$ cat src/rtl/ecc_event_logger.sv
// Hamming syndrome event logger: classifies per-block syndromes in hold
// windows, queues one event record per window and keeps saturating stats.
module ecc_event_logger #(
  parameter int width       = 128,
  parameter int blocks      = width / 4,
  parameter int parity_bits = blocks * 3,
  parameter int depth       = 8,
  parameter int cnt_w       = 16
) (
  input  logic                     clk,
  input  logic                     reset,
  input  logic                     enable,
  input  logic                     error_detected,
  input  logic [parity_bits-1:0]   syndrome,
  input  logic [width-1:0]         counter,
  input  logic                     clear_counts,
  input  logic                     evt_ready,
  output logic                     evt_valid,
  output logic [width-1:0]         evt_counter,
  output logic [blocks-1:0]        evt_corr_mask,
  output logic [blocks-1:0]        evt_par_mask,
  output logic                     evt_overflow,
  output logic [$clog2(depth):0]   fifo_level,
  output logic [cnt_w-1:0]         corr_count,
  output logic [cnt_w-1:0]         par_count,
  output logic [cnt_w-1:0]         drop_count
);

  localparam int aw = $clog2(depth);
  localparam int lw = aw + 1;
  localparam int sw = cnt_w + $clog2(blocks) + 1;

  typedef struct packed {
    logic [width-1:0]  cnt;
    logic [blocks-1:0] corr;
    logic [blocks-1:0] par;
    logic              ovf;
  } rec_t;

  typedef enum logic {
    ARMED,
    CAPTURED
  } state_t;

  state_t state_q, state_d;

  logic [blocks-1:0] corr_mask;
  logic [blocks-1:0] par_mask;
  logic              capture;
  logic              pop;
  logic              push_ok;
  logic              drop;
  logic              ovf_pending;

  rec_t              mem [depth];
  rec_t              head;
  logic [aw-1:0]     wr_ptr;
  logic [aw-1:0]     rd_ptr;

  function automatic logic [sw-1:0] popcnt(
    input logic [blocks-1:0] m
  );
    logic [sw-1:0] n;
    n = '0;
    for (int i = 0; i < blocks; i++)
      n = n + sw'(m[i]);
    return n;
  endfunction

  function automatic logic [cnt_w-1:0] sat_add(
    input logic [cnt_w-1:0] a,
    input logic [sw-1:0]    b
  );
    logic [sw-1:0] s;
    s = sw'(a) + b;
    if (s > sw'({cnt_w{1'b1}}))
      return {cnt_w{1'b1}};
    return s[cnt_w-1:0];
  endfunction

  // Two or more syndrome bits set point at a data bit, one at a parity bit.
  always_comb begin
    corr_mask = '0;
    par_mask  = '0;
    for (int i = 0; i < blocks; i++) begin
      logic [2:0] s;
      s = syndrome[i*3 +: 3];
      corr_mask[i] = (s[0] & s[1]) | (s[0] & s[2]) | (s[1] & s[2]);
      par_mask[i]  = (s != 3'b000) & ~corr_mask[i];
    end
  end

  assign capture = (state_q == ARMED) && !enable && error_detected
                   && ((corr_mask | par_mask) != '0);
  assign evt_valid = (fifo_level != '0);
  assign pop       = evt_valid && evt_ready;
  assign push_ok   = capture && ((fifo_level < lw'(depth)) || pop);
  assign drop      = capture && !push_ok;

  always_comb begin
    state_d = state_q;
    unique case (state_q)
      ARMED:    if (capture) state_d = CAPTURED;
      CAPTURED: if (enable)  state_d = ARMED;
      default:  state_d = ARMED;
    endcase
  end

  always_ff @(posedge clk) begin
    if (!reset) state_q <= ARMED;
    else        state_q <= state_d;
  end

  always_ff @(posedge clk) begin
    if (push_ok)
      mem[wr_ptr] <= '{cnt:  counter,
                       corr: corr_mask,
                       par:  par_mask,
                       ovf:  ovf_pending};
  end

  always_ff @(posedge clk) begin
    if (!reset) begin
      wr_ptr      <= '0;
      rd_ptr      <= '0;
      fifo_level  <= '0;
      ovf_pending <= 1'b0;
    end else begin
      if (push_ok) wr_ptr <= wr_ptr + 1'b1;
      if (pop)     rd_ptr <= rd_ptr + 1'b1;
      fifo_level <= fifo_level + lw'(push_ok) - lw'(pop);
      if (push_ok)   ovf_pending <= 1'b0;
      else if (drop) ovf_pending <= 1'b1;
    end
  end

  assign head          = mem[rd_ptr];
  assign evt_counter   = evt_valid ? head.cnt  : '0;
  assign evt_corr_mask = evt_valid ? head.corr : '0;
  assign evt_par_mask  = evt_valid ? head.par  : '0;
  assign evt_overflow  = evt_valid ? head.ovf  : 1'b0;

  // Clear beats same-edge increments; dropped events still count.
  always_ff @(posedge clk) begin
    if (!reset || clear_counts) begin
      corr_count <= '0;
      par_count  <= '0;
      drop_count <= '0;
    end else begin
      if (capture) begin
        corr_count <= sat_add(corr_count, popcnt(corr_mask));
        par_count  <= sat_add(par_count, popcnt(par_mask));
      end
      if (drop && (drop_count != '1))
        drop_count <= drop_count + 1'b1;
    end
  end

endmodule

$ cat config.mk
export PLATFORM = sky130hd
export DESIGN_NAME = ecc_event_logger
export DESIGN_NICKNAME = d
export VERILOG_FILES = /design/src/rtl/ecc_event_logger.sv
export SDC_FILE = /design/constraint.sdc
export NUM_CORES = 2
export LEC_CHECK = 0
export ABC_AREA = 1
export BUFFER_PORTS_ARGS = -buffer_cell sky130_fd_sc_hd__clkbuf_2
export CELL_PAD_IN_SITES_DETAIL_PLACEMENT = 2
export CELL_PAD_IN_SITES_GLOBAL_PLACEMENT = 2
export CORE_MARGIN = 3
export CORE_UTILIZATION = 42
export CTS_CLUSTER_DIAMETER = 120
export DETAILED_ROUTE_END_ITERATION = 10
export GPL_ROUTABILITY_DRIVEN = 0
export GPL_TIMING_DRIVEN = 0
export PLACE_DENSITY_LB_ADDON = 0.05
export RECOVER_POWER = 50
export SLEW_MARGIN = 20
export SYNTH_ARGS = -nofsm -noshare
export SYNTH_HDL_FRONTEND = slang
export SYNTH_SLANG_ARGS = --single-unit
$ cat constraint.sdc
create_clock -name clk -period 13.2 [get_ports clk]
set_clock_uncertainty 0.1 [all_clocks]
set_input_delay 1.32 -clock clk [delete_from_list [all_inputs] [get_ports clk]]
set_output_delay 1.32 -clock clk [all_outputs]
set_load 0.02 [all_outputs]
==> flow_metrics.env <==
export IMPL_nets=6406
export IMPL_numClockSinks=1607
export IMPL_slew_violations=68
export IMPL_cp_start_kind="input pin"
export IMPL_worstRegToRegCells=18
export IMPL_final_cell_mix="edfxtp_1, nor2_1, o21ai_0"
export IMPL_ir_drop_mv=0.163
export IMPL_hold_ws_ns=0.380
export IMPL_rsz0062_at_grt="false"
export IMPL_fillCellCount=15300
export IMPL_post_cts_setup_buffers=0
export IMPL_antenna_found_initial=21
export IMPL_hold_start="rd_ptr[2]"
export IMPL_critPathArrivalTime_ns=8.22
export IMPL_synth_cell_type_count=48
export IMPL_finalCriticalPeriod_ns=7.59
export IMPL_layout_commonest_cell="edfxtp_1"
export IMPL_holdPathStages=2
export IMPL_coreArea_sq_um=155000
export IMPL_wl_um=250000
export IMPL_violations="max-capacitance violations, max-slew violations"
export IMPL_final_setup_tns_ns=0
export IMPL_via_per_inst=5.82
export IMPL_fin_ws_ns=5.61
export IMPL_detailedPlace_worstSlack_ns=4.75
export IMPL_port_buffers=475
export IMPL_p_leak_nw=26.9
export IMPL_dp_cells=7952
export IMPL_worst_r2r_endpoint="mem[7][74]"
export IMPL_clkTransAtPathRegs_ns=0.06
export IMPL_multi_input_comb_area_sq_um=16100
export IMPL_rows=144
export IMPL_clock_latency_ns=0.80
export IMPL_synth_nets=5663
export IMPL_area_sequential_sq_um=47600
export IMPL_vias=48300
export IMPL_fmax_mhz=132
export IMPL_synth_seq_cells=1607
export IMPL_top_level_ports=476
export IMPL_utilization=0.504
export IMPL_synth_cells=5342
export IMPL_grt_max_degree=27
export IMPL_drive_gt1_frac=0.118
export IMPL_dp_hpwl_um=170000
export IMPL_fin_crit_sh=0.575
export IMPL_status="finished with violations"
export IMPL_criticalPathCategory="in2reg"
export IMPL_synth_avg_cell_area_sq_um=12.4
export IMPL_holdCritPathClass="reg2reg"
export IMPL_finalHoldViolations=0
export IMPL_critPathCaptureType="flop"
export IMPL_die_area_sq_um=162000
export IMPL_die_h_um=402
export IMPL_cts_max_level=4
export IMPL_r2r_start="fifo_level[2]"
export IMPL_cp_max_fo=10
export IMPL_area_growth_pct=18.5
export IMPL_tightest_slew_ns=1.73
export IMPL_remaining_drc_errors=0
export IMPL_cts_buffers=175
export IMPL_post_cts_resized=0
export IMPL_drv_cap=6
export IMPL_die_w_um=402
export IMPL_first_pass_iters=5
export IMPL_grt_pass1_vias=53600
export IMPL_wl_per_cell_um=30.1
export IMPL_root_buffer="clkbuf_16"
export IMPL_cts_tree="yes"
export IMPL_syn_cell_area_sq_um=66000
export IMPL_hold_buffers=0
export IMPL_max_slew_margin=-0.154
export IMPL_worstPathRequired_ns=13.83
export IMPL_setup_viol=0
export IMPL_ff2ff_setup_slack_ns=6.89
export IMPL_ant_nets=0
export IMPL_finalNonFillerCells=8288
export IMPL_grt_total_usage=0.304
export IMPL_power_density_nw_per_um2=214
export IMPL_start_util=0.426
export IMPL_synth_seq_area_share=0.721
export IMPL_totalPowerFinal_mw=16.7
export IMPL_ys_warn_count=0
export IMPL_fin_area_sq_um=78200
export IMPL_grt_pass1_wl_um=364000
export IMPL_globalRouteOverflowTotal=0
export IMPL_drt_iter0_markers=3843
export IMPL_placed_area_sq_um=73100
export IMPL_clk_path_buf_depth=3
==> Yosys cell counts, drive strengths merged <==
library cell | number | area share
a211oi | 2 | 0.00023
a21boi | 2 | 0.00023
a21o | 4 | 0.00045
a21oi | 40 | 0.0037
a31oi | 193 | 0.018
buf | 116 | 0.0095
clkbuf | 222 | 0.013
clkinv | 3 | 0.00019
dfxtp | 63 | 0.019
edfxtp | 1544 | 0.70
fa | 53 | 0.016
ha | 38 | 0.0072
inv | 217 | 0.012
maj3 | 4 | 0.00061
nand2 | 224 | 0.013
nand3 | 56 | 0.0046
nand3b | 3 | 0.00034
nand4 | 25 | 0.0026
nor2 | 1259 | 0.072
nor3 | 34 | 0.0038
nor3b | 1 | 0.00028
nor4 | 3 | 0.00028
o211ai | 14 | 0.0017
o21a | 16 | 0.0018
o21ai | 985 | 0.075
o21bai | 2 | 0.00023
o22ai | 193 | 0.018
or2 | 1 | 0.000095
xnor2 | 6 | 0.00080
xor2 | 19 | 0.0025
==> layout make-up <==
| cell class | instances | area share |
|---|---|---|
| multi-input cells | 3177 | 0.206 |
| inverters | 220 | 0.0106 |
| diodes | 13 | 0.000416 |
| clock inverters | 103 | 0.0107 |
| flip-flops and latches | 1607 | 0.609 |
| repair buffers | 566 | 0.0529 |
| clock buffers | 220 | 0.0592 |
| plain buffers | 338 | 0.0187 |
| well taps | 2044 | 0.0327 |
==> metal layers <==
| metal | up-vias | track usage | wire, um |
|---|---|---|---|
| met4 | 12 | 0.110 | 9540 |
| met1 | 25300 | 0.376 | 98000 |
| li1 | 20900 | - | - |
| met5 | - | 0 | 62 |
| met3 | 433 | 0.0457 | 14200 |
| met2 | 1641 | 0.539 | 128000 |
==> sequential cells by signal, summed over array words and instances (netlist names), named ones only <==
signal and flops:
ovf_pending 1, rd_ptr 3, wr_ptr 3, state_q 1
par_count 16, drop_count 16, mem 1544, fifo_level 4
corr_count 16
==> critical path, stage by stage <==
cell and delay [ns]:
clkbuf_2 0.08, inv_1 0.06, o21ai_0 0.08, nand2_1 0.22, inv_1 0.25, nor2_1 0.64
inv_1 0.14, fa_1 0.56, fa_1 0.44, fa_1 0.59, fa_1 0.47, fa_1 0.58
fa_1 0.46, fa_1 0.43, fa_1 0.48, o21ai_2 0.24, nand3_1 0.10, nand2_1 0.12
nand2_1 0.11, nor2_1 0.18, nand3_2 0.19, buf_6 0.21, o211ai_1 0.10, nand2_1 0.08
inv_1 0.07
==> kinds of logic after synthesis <==
kind of cell / Yosys count / synth area share
DFF: 1607 / 0.721
and+or+nand+nor: 1606 / 0.0970
AOI/OAI and AO/OA: 1451 / 0.120
buffers and inverters: 558 / 0.0346
adders and majority gates: 95 / 0.0239
xor gates and xnor gates: 25 / 0.00332
==> where the power goes <==
| group | switching, mW | internal (mW) | leakage (nW) | total (mW) |
|---|---|---|---|---|
| clock | 2.09 | 2.70 | 2.67 | 4.79 |
| sequential | 0.0397 | 5.73 | 14.4 | 5.76 |
| combinational | 4.45 | 1.69 | 9.83 | 6.14 |
| total | 6.58 | 10.1 | 26.9 | 16.7 |
==> how the worst max path moves through the flow <==
stage,startpoint,endpoint,slack (ns),depth (start not counted)
floorplan,syndrome[78],mem[0][0],2.15,11
global placement,syndrome[52],mem[7][95],-7.02,13
detailed placement,syndrome[79],par_count[6],4.75,25
CTS,syndrome[79],par_count[3],5.58,25
global route,syndrome[79],par_count[3],5.16,25
finish,syndrome[79],par_count[6],5.61,25
(Power assumes the default switching activity.)
